**config.mk**
```make
export PLATFORM = sky130hd
export DESIGN_NAME = unified_mem_arbiter_flat
export DESIGN_NICKNAME = d
export VERILOG_FILES = /design/src/rtl/unified_mem_arbiter_if.sv /design/src/rtl/unified_mem_arbiter.sv /design/src/flat_wrapper.sv
export SDC_FILE = /design/constraint.sdc
export NUM_CORES = 1
export LEC_CHECK = 0
export CAP_MARGIN = 10
export CORE_MARGIN = 5
export CORE_UTILIZATION = 39
export DETAILED_ROUTE_END_ITERATION = 8
export PLACE_DENSITY = 0.8
export SLEW_MARGIN = 20
export SYNTH_ARGS = -nofsm -noshare
export SYNTH_HDL_FRONTEND = slang
export SYNTH_SLANG_ARGS = --single-unit
```
**constraint.sdc**
```tcl
create_clock -name in_clk -period 1.8 [get_ports in_clk]
set_input_delay 0.36 -clock in_clk [delete_from_list [all_inputs] [get_ports in_clk]]
set_output_delay 0.36 -clock in_clk [all_outputs]
set_load 0.05 [all_outputs]
```
**src/rtl/unified_mem_arbiter_if.sv**
```systemverilog
// Purpose: bundles the fetch, data, memory and stall signals of unified_mem_arbiter.
// Signals:
//   in_if_req/in_if_addr, out_if_rdata/out_if_valid      instruction fetch port
//   in_dm_req/wena/type/addr/wdata, out_dm_rdata/valid   data (MEM stage) port
//   out_mem_ena/wena/type/addr/wdata, in_mem_rdata        single-port memory side
//   out_stall                                             global pipeline stall
// Modports: master = arbiter view, slave = environment (pipeline + memory) view.
interface unified_mem_arbiter_if;
   localparam int unsigned XLEN   = 32;
   localparam int unsigned TYPE_W = 2;

   logic              in_if_req;
   logic [XLEN-1:0]   in_if_addr;
   logic [XLEN-1:0]   out_if_rdata;
   logic              out_if_valid;

   logic              in_dm_req;
   logic              in_dm_wena;
   logic [TYPE_W-1:0] in_dm_type;
   logic [XLEN-1:0]   in_dm_addr;
   logic [XLEN-1:0]   in_dm_wdata;
   logic [XLEN-1:0]   out_dm_rdata;
   logic              out_dm_valid;

   logic              out_mem_ena;
   logic              out_mem_wena;
   logic [TYPE_W-1:0] out_mem_type;
   logic [XLEN-1:0]   out_mem_addr;
   logic [XLEN-1:0]   out_mem_wdata;
   logic [XLEN-1:0]   in_mem_rdata;

   logic              out_stall;

   modport master (
      input  in_if_req, in_if_addr,
      input  in_dm_req, in_dm_wena, in_dm_type, in_dm_addr, in_dm_wdata,
      input  in_mem_rdata,
      output out_if_rdata, out_if_valid,
      output out_dm_rdata, out_dm_valid,
      output out_mem_ena, out_mem_wena, out_mem_type, out_mem_addr, out_mem_wdata,
      output out_stall
   );

   modport slave (
      output in_if_req, in_if_addr,
      output in_dm_req, in_dm_wena, in_dm_type, in_dm_addr, in_dm_wdata,
      output in_mem_rdata,
      input  out_if_rdata, out_if_valid,
      input  out_dm_rdata, out_dm_valid,
      input  out_mem_ena, out_mem_wena, out_mem_type, out_mem_addr, out_mem_wdata,
      input  out_stall
   );
endinterface

```
**src/rtl/unified_mem_arbiter.sv**
```systemverilog
// Purpose: shares one single-port unified memory between instruction fetch and the
//          data port. Each access runs IDLE -> ISSUE -> WAIT -> RESP with a one-cycle
//          memory strobe and a one-cycle completion pulse; out_stall holds the
//          pipeline while any request is unserved.
// Ports:
//   in_clk  clock, all state on the rising edge
//   in_rst  synchronous active-high reset
//   bus     unified_mem_arbiter_if.master (fetch, data, memory, stall)
// Parameters: MEM_LATENCY (>=1, strobe-to-rdata cycles), MAX_DM_STREAK.
// Optional feature: define ARB_FETCH_FAIR_EN to force a fetch grant after
//   MAX_DM_STREAK consecutive data grants seen with a fetch pending.
module unified_mem_arbiter #(
   parameter int unsigned MEM_LATENCY   = 1,
   parameter int unsigned MAX_DM_STREAK = 4
) (
   input logic                   in_clk,
   input logic                   in_rst,
   unified_mem_arbiter_if.master bus
);
   localparam int unsigned XLEN   = 32;
   localparam int unsigned TYPE_W = 2;
   localparam int unsigned CNT_W  = $clog2(MEM_LATENCY + 1);
   // Instruction fetch is always a full-word access.
   localparam logic [TYPE_W-1:0] FETCH_TYPE = TYPE_W'(2);

   if (MEM_LATENCY < 1) begin : g_bad_latency
      $error("MEM_LATENCY must be >= 1");
   end
   if (MAX_DM_STREAK < 1) begin : g_bad_streak
      $error("MAX_DM_STREAK must be >= 1");
   end

   typedef enum logic [1:0] {S_IDLE, S_ISSUE, S_WAIT, S_RESP} state_t;

   state_t              state_q, state_d;
   logic                owner_q, owner_d;          // 1: data port owns the access
   logic                mem_ena_q, mem_ena_d;
   logic                mem_wena_q, mem_wena_d;
   logic [TYPE_W-1:0]   mem_type_q, mem_type_d;
   logic [XLEN-1:0]     mem_addr_q, mem_addr_d;
   logic [XLEN-1:0]     mem_wdata_q, mem_wdata_d;
   logic [CNT_W-1:0]    cnt_q, cnt_d;
   logic [XLEN-1:0]     if_rdata_q, if_rdata_d;
   logic [XLEN-1:0]     dm_rdata_q, dm_rdata_d;
   logic                if_valid_q, if_valid_d;
   logic                dm_valid_q, dm_valid_d;
   logic                force_fetch;
   logic                grant_dm;
   logic                grant_if;

   // Data wins unless the fairness logic is forcing a fetch.
   assign grant_dm = bus.in_dm_req && !force_fetch;
   assign grant_if = bus.in_if_req && !grant_dm;

`ifdef ARB_FETCH_FAIR_EN
   localparam int unsigned STREAK_W = $clog2(MAX_DM_STREAK + 1);
   logic [STREAK_W-1:0] streak_q, streak_d;

   assign force_fetch = bus.in_if_req && (streak_q == STREAK_W'(MAX_DM_STREAK));

   // Count data grants that bypassed a pending fetch; a fetch grant clears it.
   always_comb begin
      streak_d = streak_q;
      if (state_q == S_IDLE) begin
         if (grant_if) begin
            streak_d = '0;
         end else if (grant_dm && bus.in_if_req) begin
            streak_d = streak_q + STREAK_W'(1);
         end
      end
   end

   always_ff @(posedge in_clk) begin
      if (in_rst) streak_q <= '0;
      else        streak_q <= streak_d;
   end
`else
   assign force_fetch = 1'b0;
`endif

   // Next state and next values of every registered output.
   always_comb begin
      state_d     = state_q;
      owner_d     = owner_q;
      mem_ena_d   = 1'b0;
      mem_wena_d  = mem_wena_q;
      mem_type_d  = mem_type_q;
      mem_addr_d  = mem_addr_q;
      mem_wdata_d = mem_wdata_q;
      cnt_d       = cnt_q;
      if_rdata_d  = if_rdata_q;
      dm_rdata_d  = dm_rdata_q;
      if_valid_d  = 1'b0;
      dm_valid_d  = 1'b0;
      unique case (state_q)
         S_IDLE: begin
            if (grant_dm || grant_if) begin
               owner_d     = grant_dm;
               mem_ena_d   = 1'b1;   // strobe is high for the whole ISSUE cycle
               mem_wena_d  = grant_dm && bus.in_dm_wena;
               mem_type_d  = grant_dm ? bus.in_dm_type : FETCH_TYPE;
               mem_addr_d  = grant_dm ? bus.in_dm_addr : bus.in_if_addr;
               mem_wdata_d = grant_dm ? bus.in_dm_wdata : '0;
               state_d     = S_ISSUE;
            end
         end
         S_ISSUE: begin
            cnt_d   = CNT_W'(MEM_LATENCY - 1);
            state_d = S_WAIT;
         end
         S_WAIT: begin
            if (cnt_q == '0) begin
               if (!owner_q) begin
                  if_rdata_d = bus.in_mem_rdata;
               end else if (!mem_wena_q) begin
                  dm_rdata_d = bus.in_mem_rdata;
               end
               if_valid_d = !owner_q;
               dm_valid_d = owner_q;
               state_d    = S_RESP;
            end else begin
               cnt_d = cnt_q - CNT_W'(1);
            end
         end
         S_RESP: begin
            state_d = S_IDLE;
         end
         default: begin
            state_d = S_IDLE;
         end
      endcase
   end

   always_ff @(posedge in_clk) begin
      if (in_rst) begin
         state_q     <= S_IDLE;
         owner_q     <= 1'b0;
         mem_ena_q   <= 1'b0;
         mem_wena_q  <= 1'b0;
         mem_type_q  <= '0;
         mem_addr_q  <= '0;
         mem_wdata_q <= '0;
         cnt_q       <= '0;
         if_rdata_q  <= '0;
         dm_rdata_q  <= '0;
         if_valid_q  <= 1'b0;
         dm_valid_q  <= 1'b0;
      end else begin
         state_q     <= state_d;
         owner_q     <= owner_d;
         mem_ena_q   <= mem_ena_d;
         mem_wena_q  <= mem_wena_d;
         mem_type_q  <= mem_type_d;
         mem_addr_q  <= mem_addr_d;
         mem_wdata_q <= mem_wdata_d;
         cnt_q       <= cnt_d;
         if_rdata_q  <= if_rdata_d;
         dm_rdata_q  <= dm_rdata_d;
         if_valid_q  <= if_valid_d;
         dm_valid_q  <= dm_valid_d;
      end
   end

   assign bus.out_mem_ena   = mem_ena_q;
   assign bus.out_mem_wena  = mem_wena_q;
   assign bus.out_mem_type  = mem_type_q;
   assign bus.out_mem_addr  = mem_addr_q;
   assign bus.out_mem_wdata = mem_wdata_q;
   assign bus.out_if_rdata  = if_rdata_q;
   assign bus.out_if_valid  = if_valid_q;
   assign bus.out_dm_rdata  = dm_rdata_q;
   assign bus.out_dm_valid  = dm_valid_q;

   // Stall drops in the same cycle the completion pulse appears.
   assign bus.out_stall = !in_rst &&
                          ((bus.in_if_req && !if_valid_q) || (bus.in_dm_req && !dm_valid_q));
endmodule

```
**src/flat_wrapper.sv**
```systemverilog
// flat-port wrapper written by rule: the top's interface ports become plain ports
module unified_mem_arbiter_flat 
#(
   parameter int unsigned MEM_LATENCY   = 1,
   parameter int unsigned MAX_DM_STREAK = 4
)
  (in_clk, in_rst, bus_in_if_req, bus_in_if_addr, bus_in_dm_req, bus_in_dm_wena, bus_in_dm_type, bus_in_dm_addr, bus_in_dm_wdata, bus_in_mem_rdata, bus_out_if_rdata, bus_out_if_valid, bus_out_dm_rdata, bus_out_dm_valid, bus_out_mem_ena, bus_out_mem_wena, bus_out_mem_type, bus_out_mem_addr, bus_out_mem_wdata, bus_out_stall);
  unified_mem_arbiter_if bus_i ();
  input logic in_clk;
  input logic in_rst;
  input wire logic [$bits(bus_i.in_if_req)-1:0] bus_in_if_req;
  input wire logic [$bits(bus_i.in_if_addr)-1:0] bus_in_if_addr;
  input wire logic [$bits(bus_i.in_dm_req)-1:0] bus_in_dm_req;
  input wire logic [$bits(bus_i.in_dm_wena)-1:0] bus_in_dm_wena;
  input wire logic [$bits(bus_i.in_dm_type)-1:0] bus_in_dm_type;
  input wire logic [$bits(bus_i.in_dm_addr)-1:0] bus_in_dm_addr;
  input wire logic [$bits(bus_i.in_dm_wdata)-1:0] bus_in_dm_wdata;
  input wire logic [$bits(bus_i.in_mem_rdata)-1:0] bus_in_mem_rdata;
  output wire logic [$bits(bus_i.out_if_rdata)-1:0] bus_out_if_rdata;
  output wire logic [$bits(bus_i.out_if_valid)-1:0] bus_out_if_valid;
  output wire logic [$bits(bus_i.out_dm_rdata)-1:0] bus_out_dm_rdata;
  output wire logic [$bits(bus_i.out_dm_valid)-1:0] bus_out_dm_valid;
  output wire logic [$bits(bus_i.out_mem_ena)-1:0] bus_out_mem_ena;
  output wire logic [$bits(bus_i.out_mem_wena)-1:0] bus_out_mem_wena;
  output wire logic [$bits(bus_i.out_mem_type)-1:0] bus_out_mem_type;
  output wire logic [$bits(bus_i.out_mem_addr)-1:0] bus_out_mem_addr;
  output wire logic [$bits(bus_i.out_mem_wdata)-1:0] bus_out_mem_wdata;
  output wire logic [$bits(bus_i.out_stall)-1:0] bus_out_stall;
  assign bus_i.in_if_req = bus_in_if_req;
  assign bus_i.in_if_addr = bus_in_if_addr;
  assign bus_i.in_dm_req = bus_in_dm_req;
  assign bus_i.in_dm_wena = bus_in_dm_wena;
  assign bus_i.in_dm_type = bus_in_dm_type;
  assign bus_i.in_dm_addr = bus_in_dm_addr;
  assign bus_i.in_dm_wdata = bus_in_dm_wdata;
  assign bus_i.in_mem_rdata = bus_in_mem_rdata;
  assign bus_out_if_rdata = bus_i.out_if_rdata;
  assign bus_out_if_valid = bus_i.out_if_valid;
  assign bus_out_dm_rdata = bus_i.out_dm_rdata;
  assign bus_out_dm_valid = bus_i.out_dm_valid;
  assign bus_out_mem_ena = bus_i.out_mem_ena;
  assign bus_out_mem_wena = bus_i.out_mem_wena;
  assign bus_out_mem_type = bus_i.out_mem_type;
  assign bus_out_mem_addr = bus_i.out_mem_addr;
  assign bus_out_mem_wdata = bus_i.out_mem_wdata;
  assign bus_out_stall = bus_i.out_stall;
  unified_mem_arbiter #(.MEM_LATENCY(MEM_LATENCY), .MAX_DM_STREAK(MAX_DM_STREAK)) u_core (.in_clk(in_clk), .in_rst(in_rst), .bus(bus_i));
endmodule
```
Word level (Yosys, flattened, before mapping)
Index checks and enable logic that the tools add are counted.

word-level totals
  flip-flop bits (word level) = 138
  latch bits = 0
  RAM bits = 0
  memory bits (read-only) = 0
  output and inout port bits = 135
  memories = 0

operators by class
  $add $sub $neg = 1
  multiply operators = 0
  div/mod/pow operators = 0
  order comparisons = 0
  eq/ne operators = 5
  shifts and indexed selects = 0
  multiplexer cells = 9
  bitwise gates (word level) = 5
  reductions and logical operators = 20

operators with widths
  kind                 number
  $mux 32              2
  $pmux 2 s4           1
  $mux 2               3
  $logic_and 1x1->1    5
  $logic_not 1->1      5
  $not 1->1            5
  $eq 2x2->1 const B   2
  $reduce_and 2->1     2
  $reduce_and 4->1     1
  $reduce_and 3->1     1
  $reduce_or 3->1      1
  $eq 2x1->1 const B   1
  $logic_not 2->1      1
  $logic_or 1x1->1     2
  $mux 1               2
  $ne 2x1->1 const B   1
  $ne 2x2->1 const B   1
  $pmux 1 s2           1
  $reduce_bool 2->1    1
  $reduce_or 2->1      1
  $sub 1x1->1 const B  1

Longest topological paths before layout
Gate-level depths: netlist of the first run.

  depth in word-level cells = 5
  gate-level depth with buffers = 7
  mapped depth without buffers = 5

Worst setup path after synthesis of the first run
Ideal clock, no wire load.

  path kind = in2out
  from = in in_rst
  to = out bus_out_stall
  arrival = 1.502 ns
  data required time = 1.440 ns
  setup slack = -0.062 ns
  stages on the path = 3
  cell sequence = buf_2 -> clkbuf_1 -> a21oi_1

between the ends
  longest elaborated chain between the ends = 2

RTL lines
  what                RTL line                    source
  start: declaration  flat_wrapper.sv:10          input logic in_rst;
  $logic_not 1->1     unified_mem_arbiter.sv:175  assign bus.out_stall = !in_rst &&
  $logic_and 1x1->1   unified_mem_arbiter.sv:175
  end: declaration    flat_wrapper.sv:28          output wire logic [$bits(bus_i.out_stall)-1:0] bus_out_stall;

No other way between the ends.

Worst setup path after layout of the first run
  from = in bus_in_if_req
  to = out bus_out_stall

between the ends
  longest elaborated chain between the ends = 3

RTL lines
  what                RTL line                    source
  start: declaration  flat_wrapper.sv:11          input wire logic [$bits(bus_i.in_if_req)-1:0] bus_in_if_req;
  $logic_and 1x1->1   unified_mem_arbiter.sv:176  ((bus.in_if_req && !if_valid_q) || (bus.in_dm_req && !dm_valid_q));
  $logic_or 1x1->1    unified_mem_arbiter.sv:176
  $logic_and 1x1->1   unified_mem_arbiter.sv:175

No other way between the ends.

==> load_flow_metrics.sql, run 1 <==
INSERT INTO impl_metrics (metric_group, metric, value, unit) VALUES
('outcome', 'status', 'finished clean', ''),
('timing', 'finalWorstPathRequiredPeriod', '1.74', 'ns'),
('finish', 'final_nets', '895', ''),
('critical_path', 'critPathCaptureType', 'primary output', ''),
('finish', 'ff_latch_area', '0.00274', 'mm2'),
('synth', 'ys.warnings.count', '0', ''),
('timing', 'final_min_period_over_clock_period', '96.7', '%'),
('timing', 'timing_max_transition_violations_final', '0', ''),
('placement', 'routabilityCongestion', '0.789', ''),
('power', 'leakagePower', '3.41', 'nW'),
('critical_path', 'timing.critical_path.from_type', 'input port', ''),
('synth', 'synth.yosys.seq_area_share', '54.8', '%'),
('global_route', 'grt_pass1_vias', '4770', ''),
('synth', 'synth-async-reset-ratio', '0', '%'),
('route', 'detailroute.via_count', '4568', ''),
('critical_path', 'worst_r2r_endpoint', 'u_core.bus.out_mem_addr[26]', ''),
('timing', 'fin_tns_setup', '0', 'ns'),
('route', 'route.detailed.vias_per_inst', '4.84', ''),
('clocking', 'cts_tree', 'done', ''),
('synth', 'ys.flop_type', 'dfxtp_1', ''),
('finish', 'n_fill_cell', '1032', ''),
('critical_path', 'setup.worst_path.start', 'bus_in_if_req', ''),
('timing', 'clock_skew', '0.00547', 'ns'),
('finish', 'multi_input_area', '0.00201', 'mm2'),
('clocking', 'clkLatencyLatePin', '0.41', 'ns'),
('clocking', 'ctsRootBufferMaster', 'clkbuf_16', ''),
('die', 'fp.dieH', '123', 'um'),
('critical_path', 'critical_path.reg2reg.startpoint', 'u_core.state_q[0]', ''),
('finish', 'final_cell_mix', '138 x buf_4, 137 x dfxtp_1, 132 x clkdlybuf4s50_1, 130 x nand2_1, 64 x a21oi_1', ''),
('timing', 'hold_violations', '0', ''),
('critical_path', 'setup.reg_to_reg.worst_slack', '0.37', 'ns'),
('placement', 'place.detailed.instances', '911', ''),
('die', 'start_util', '39.7', '%'),
('timing', 'worstMarginPinSlew', '0.276', 'ns'),
('route', 'wire_per_inst', '16.8', 'um'),
('global_route', 'wire_length_of_the_first_global_routing_pass', '24500', 'um'),
('route', 'detailedRoute.firstIterationViolations', '266', ''),
('critical_path', 'arrival', '1.38', 'ns'),
('job', 'cap_violations', '0', ''),
('synth', 'synth-seq-cells', '137', ''),
('finish', 'drive_gt1_share', '26.7', '%'),
('clocking', 'h-tree-depth', '4', ''),
('die', 'rows', '41', ''),
('critical_path', 'cp_max_fo', '4', ''),
('clocking', 'clock_transition_time_at_the_flip_flop_clock_pins_of_the_worst_setup_and_hold_paths', '0.05', 'ns'),
('route', 'drtAntennaViolNets', '0', ''),
('die', 'die_x', '123', 'um'),
('timing', 'fmax', '0.574', 'GHz'),
('synth', 'synthDominantCellAreaShare', '54.8', '%'),
('synth', 'synth-edff-count', '0', ''),
('hold_path', 'worst_hold_startpoint', 'in_rst', ''),
('clocking', 'cts.sinks', '137', ''),
('hold_path', 'hold_depth', '2', ''),
('clocking', 'cts_setup_buffers', '0', ''),
('synth', 'synth.area.top_cells', 'dfxtp_1 55%, nand2_1 9.7%, mux2i_1 6.6%, a21oi_1 6.5%, o2bb2ai_2 6.0%', ''),
('synth', 'ys_types', '26', ''),
('global_route', 'number_of_antenna_violations_at_the_first_check_in_global_routing', '0', ''),
('global_route', 'global_route.overflow_total', '0', ''),
('hold_path', 'worstHoldEndpoint', 'u_core.bus.out_dm_rdata[13]', ''),
('clocking', 'clock_path_buffers', '2', ''),
('clocking', 'cts_hold_buf', '0', ''),
('hold_path', 'min-delay-path-class', 'input port to flip-flop', ''),
('die', 'design.die.area', '0.0152', 'mm2'),
('finish', 'layout.cell_area.non_filler', '0.00817', 'mm2'),
('global_route', 'global_route.usage.total', '20.7', '%'),
('synth', 'netlist_instances', '498', ''),
('synth', 'synth_nets', '635', ''),
('synth', 'average_instance_area_after_synthesis', '10.1', 'um2'),
('die', 'floorplan.core_area', '0.0126', 'mm2'),
('finish', 'final_common_cell', 'buf_4', ''),
('power', 'vdd_ir_drop_max', '0.882', 'mV');
[how the worst max path moves through the flow]
stage / end / slack [ns] / cells after the start
2_1_floorplan: bus_out_stall / 0.24 / 3
3_3_place_gp: bus_out_stall / 0.08 / 4
3_5_place_dp: u_core.bus.out_mem_addr[26] / 0.05 / 5
4_1_cts: bus_out_stall / 0.05 / 4
5_1_grt: bus_out_stall / 0.02 / 4
6_report: bus_out_stall / 0.06 / 4
[flip-flops by register name, summed over array words and instances, names as in the netlist]
name and cells:
u_core.bus.out_dm_rdata 32, u_core.bus.out_if_rdata 32, u_core.bus.out_mem_addr 32, u_core.bus.out_mem_wdata 32
u_core.bus.out_mem_type 2, u_core.state_q 2, u_core.bus.out_dm_valid 1, u_core.bus.out_if_valid 1
u_core.bus.out_mem_ena 1, u_core.bus.out_mem_wena 1, u_core.owner_q 1
[layer usage]
metal | vias up | track usage (%) | part of all wire (%)
li1 | 2238 | - | -
met1 | 2124 | 23.0 | 37
met2 | 181 | 36.2 | 51
met3 | 25 | 7.18 | 9.6
met4 | 0 | 8.24 | 2.1
met5 | - | 0 | 0
[worst max-delay path: stages]
cell and delay, ns:
clkdlybuf4s50_1 0.58, nand2b_1 0.10, a21oi_2 0.19, buf_12 0.16
[layout make-up]
type | instances | share of cell area, %
clock inverters | 10 | 1.71
repair buffers | 282 | 31.4
clock buffers | 22 | 5.92
inverters | 3 | 0.138
flip-flops and latches | 137 | 33.6
multi-input cells | 317 | 24.6
well taps | 172 | 2.63
[Yosys cell counts (2+ instances only)]
master	n
a21oi_1	65
a22o_1	34
buf_2	22
buf_6	5
buf_8	2
clkbuf_1	11
dfxtp_1	137
ha_1	2
inv_1	3
mux2i_1	33
nand2_1	130
nand2b_1	4
nor2_1	6
nor3_1	2
o2bb2ai_1	12
o2bb2ai_2	20
[report_power, final]
group          internal [mW]  total, mW  switching [mW]
sequential              3.62       3.97           0.356
clock                   2.33       3.59            1.26
combinational           1.65       4.83            3.18
total                   7.59       12.4            4.80
[stage by stage]
| step | setup slack (ns) | hold slack, ns | utilization, % |
|---|---|---|---|
| floorplan | 0.243 | 0.452 | - |
| global placement | 0.0774 | 0.444 | 59.8 |
| detailed placement | 0.0531 | 0.448 | 59.8 |
| CTS | 0.0537 | 0.296 | 64.8 |
| global route | 0.0229 | 0.324 | 64.8 |
| finish | 0.0589 | 0.315 | 64.8 |
[cell families after synthesis]
| logic type | count (synthesis) | share of synthesized area, % |
|---|---|---|
| buffers and inverters | 44 | 5.12 |
| AOI/OAI and AO/OA | 134 | 21.1 |
| and+or+nand+nor | 148 | 11.8 |
| adders and majority gates | 2 | 0.500 |
| muxes | 33 | 6.60 |
| DFF | 137 | 54.8 |
(Power assumes the default switching activity.)
==> run 2, diff against run 1 <==
--- a/config.mk
+++ b/config.mk
@@ -10,7 +10,6 @@
 export CORE_UTILIZATION = 39
 export DETAILED_ROUTE_END_ITERATION = 8
 export PLACE_DENSITY = 0.8
-export SLEW_MARGIN = 20
 export SYNTH_ARGS = -nofsm -noshare
 export SYNTH_HDL_FRONTEND = slang
 export SYNTH_SLANG_ARGS = --single-unit
==> results of run 2 <==
No change in the layout: final DEF, timing and power equal those of run 1.
==> run 3, diff against run 2 <==
--- a/config.mk
+++ b/config.mk
@@ -6,10 +6,12 @@
 export NUM_CORES = 1
 export LEC_CHECK = 0
 export CAP_MARGIN = 10
+export CELL_PAD_IN_SITES_DETAIL_PLACEMENT = 0
+export CELL_PAD_IN_SITES_GLOBAL_PLACEMENT = 2
 export CORE_MARGIN = 5
-export CORE_UTILIZATION = 39
+export CORE_UTILIZATION = 22
 export DETAILED_ROUTE_END_ITERATION = 8
-export PLACE_DENSITY = 0.8
+export PLACE_DENSITY_LB_ADDON = 0.1
 export SYNTH_ARGS = -nofsm -noshare
 export SYNTH_HDL_FRONTEND = slang
 export SYNTH_SLANG_ARGS = --single-unit
==> load_flow_metrics.sql, run 3 (synthesis gave the netlist of run 1 again) <==
INSERT INTO impl_metrics (metric_group, metric, value, unit) VALUES
('critical_path', 'cp_slowest_cell', 'clkdlybuf4s50_1', ''),
('finish', 'antenna-diode-count', '0', ''),
('clocking', 'cts_inserted_buffers', '17', ''),
('finish', 'final_nets', '895', ''),
('timing', 'hold_slack', '0.317', 'ns'),
('power', 'vdd_ir_drop_max', '0.720', 'mV'),
('critical_path', 'worst_r2r_endpoint', 'u_core.bus.out_mem_wdata[17]', ''),
('finish', 'final_cell_mix', '139 x buf_4, 137 x dfxtp_1, 132 x clkdlybuf4s50_1, 130 x nand2_1, 64 x a21oi_1', ''),
('clocking', 'cts_resized', '0', ''),
('critical_path', 'cp_max_fo', '3', ''),
('die', 'rows', '55', ''),
('global_route', 'number_of_antenna_violations_at_the_first_check_in_global_routing', '0', ''),
('die', 'design.die.area', '0.0259', 'mm2'),
('power', 'report.power.total', '12.3', 'mW'),
('global_route', 'grt_pass1_vias', '4792', ''),
('route', 'drc', '0', ''),
('clocking', 'cts_setup_buffers', '0', ''),
('timing', 'maxSlewHeadroom', '74.9', '%'),
('outcome', 'status', 'finished clean', ''),
('route', 'detailroute.via_count', '4534', ''),
('power', 'leakagePower', '3.38', 'nW'),
('critical_path', 'timing.critical_path.from_type', 'input port', ''),
('timing', 'timing.final.setup_violations', '0', ''),
('placement', 'routabilityCongestion', '0.734', ''),
('critical_path', 'arrival', '1.36', 'ns'),
('clocking', 'h-tree-depth', '4', ''),
('route', 'detailedRoute.firstIterationViolations', '150', ''),
('finish', 'area_growth', '65.1', '%'),
('critical_path', 'criticalPathCategory', 'input port to primary output', ''),
('die', 'fp.dieH', '161', 'um'),
('critical_path', 'timing.critical_path.cells', 'clkdlybuf4s50_1, nand2b_1, a21oi_2, buf_12', ''),
('placement', 'dpl.hpwl', '13000', 'um'),
('finish', 'final_common_cell', 'buf_4', ''),
('clocking', 'ctsRootBufferMaster', 'clkbuf_16', ''),
('clocking', 'clkLatencyLatePin', '0.41', 'ns'),
('global_route', 'grt_max_degree', '69', ''),
('route', 'drtAntennaViolNets', '0', ''),
('timing', 'fmax', '0.582', 'GHz'),
('clocking', 'cts.sinks', '137', ''),
('finish', 'n_fill_cell', '2273', ''),
('timing', 'finalWorstSetupSlack', '0.0803', 'ns'),
('timing', 'hold_violations', '0', ''),
('die', 'floorplan.core_area', '0.0225', 'mm2'),
('hold_path', 'worstHoldEndpoint', 'u_core.bus.out_mem_type[1]', ''),
('critical_path', 'max_stage_delay', '0.56', 'ns'),
('clocking', 'cts_hold_buf', '0', ''),
('timing', 'final_min_period_over_clock_period', '95.5', '%'),
('job', 'cap_violations', '0', ''),
('timing', 'worstMarginPinSlew', '0.376', 'ns'),
('critical_path', 'critical_path.reg2reg.startpoint', 'u_core.state_q[0]', ''),
('global_route', 'global_route.overflow_total', '0', ''),
('critical_path', 'critical_path_required', '1.44', 'ns'),
('global_route', 'wire_length_of_the_first_global_routing_pass', '27700', 'um'),
('critical_path', 'rr_worst_depth', '6', ''),
('route', 'finalWirelength', '17900', 'um'),
('critical_path', 'critPathCaptureType', 'primary output', ''),
('route', 'detailed_routing_iterations_pass_1', '4', ''),
('die', 'start_util', '22.2', '%'),
('timing', 'timing_max_transition_violations_final', '0', ''),
('placement', 'port_buffers', '269', ''),
('timing', 'fin_tns_setup', '0', 'ns'),
('hold_path', 'min-delay-path-class', 'input port to flip-flop', ''),
('route', 'wire_per_inst', '16.9', 'um'),
('hold_path', 'hold_depth', '2', ''),
('clocking', 'cts_tree', 'done', ''),
('die', 'pin_count', '270', ''),
('timing', 'clock_skew', '0.00913', 'ns'),
('placement', 'preCtsSetupSlack', '0.0490', 'ns'),
('finish', 'drive_gt1_share', '26.6', '%'),
('global_route', 'global_route.usage.total', '13.5', '%'),
('route', 'route.detailed.vias_per_inst', '4.30', ''),
('hold_path', 'worst_hold_startpoint', 'in_rst', ''),
('critical_path', 'setup.reg_to_reg.worst_slack', '0.35', 'ns'),
('clocking', 'clock_transition_time_at_the_flip_flop_clock_pins_of_the_worst_setup_and_hold_paths', '0.05', 'ns'),
('die', 'die_x', '161', 'um'),
('timing', 'finalWorstPathRequiredPeriod', '1.72', 'ns'),
('power', 'power_per_cell_area', '1490', 'mW/mm2'),
('clocking', 'clock_path_buffers', '2', ''),
('timing', 'grt_setup_unrepaired', 'false', '');
==> run 3: area by class of cell <==
type                       count  area (um2)  area share [%]
tap                          285         357            4.31
sequential                   137        2740            33.2
clock buffer                  19         433            5.24
inverter                       3        11.3           0.136
multi-input combinational    317        2020            24.4
clock inverter                12         153            1.85
timing repair buffer         282        2550            30.9
==> run 3: per-stage QoR <==
stage,std cells,utilization [%],instance area (um2)
5_1_grt,1055,36.7,8270
3_3_place_gp,1024,34.1,7680
3_5_place_dp,1024,34.1,7680
4_1_cts,1055,36.7,8270
2_1_floorplan,498,-,5010
6_report,1055,36.7,8270
==> run 3: power breakdown <==
| group | internal (mW) | total, mW | switching (mW) |
|---|---|---|---|
| clock network | 2.17 | 3.49 | 1.33 |
| registers | 3.62 | 3.96 | 0.345 |
| logic | 1.63 | 4.86 | 3.22 |
| total | 7.42 | 12.3 | 4.90 |
==> run 3: worst max path at each step <==
stage                              from                           end  slack [ns]  cells after the start
final                     bus_in_if_req                 bus_out_stall        0.08                      4
after CTS                 bus_in_if_req                 bus_out_stall        0.08                      4
after detailed placement  bus_in_if_req  u_core.bus.out_mem_wdata[10]        0.05                      5
after global placement    bus_in_if_req                 bus_out_stall        0.08                      4
after floorplan                  in_rst                 bus_out_stall        0.24                      3
after global routing      bus_in_if_req                 bus_out_stall        0.03                      4
==> run 3: metal layers <==
layer | track usage [%] | share of wire, %
met3 | 4.03 | 6.5
met5 | 0 | 0
met2 | 23.9 | 51
met1 | 15.7 | 41
met4 | 4.54 | 1.4
==> run 3: critical path, delay by kind of cell <==
family | cells | cell delay, ns
AOI/OAI and AO/OA | 1 | 0.18
and+or+nand+nor | 1 | 0.10
buffers and inverters | 2 | 0.72
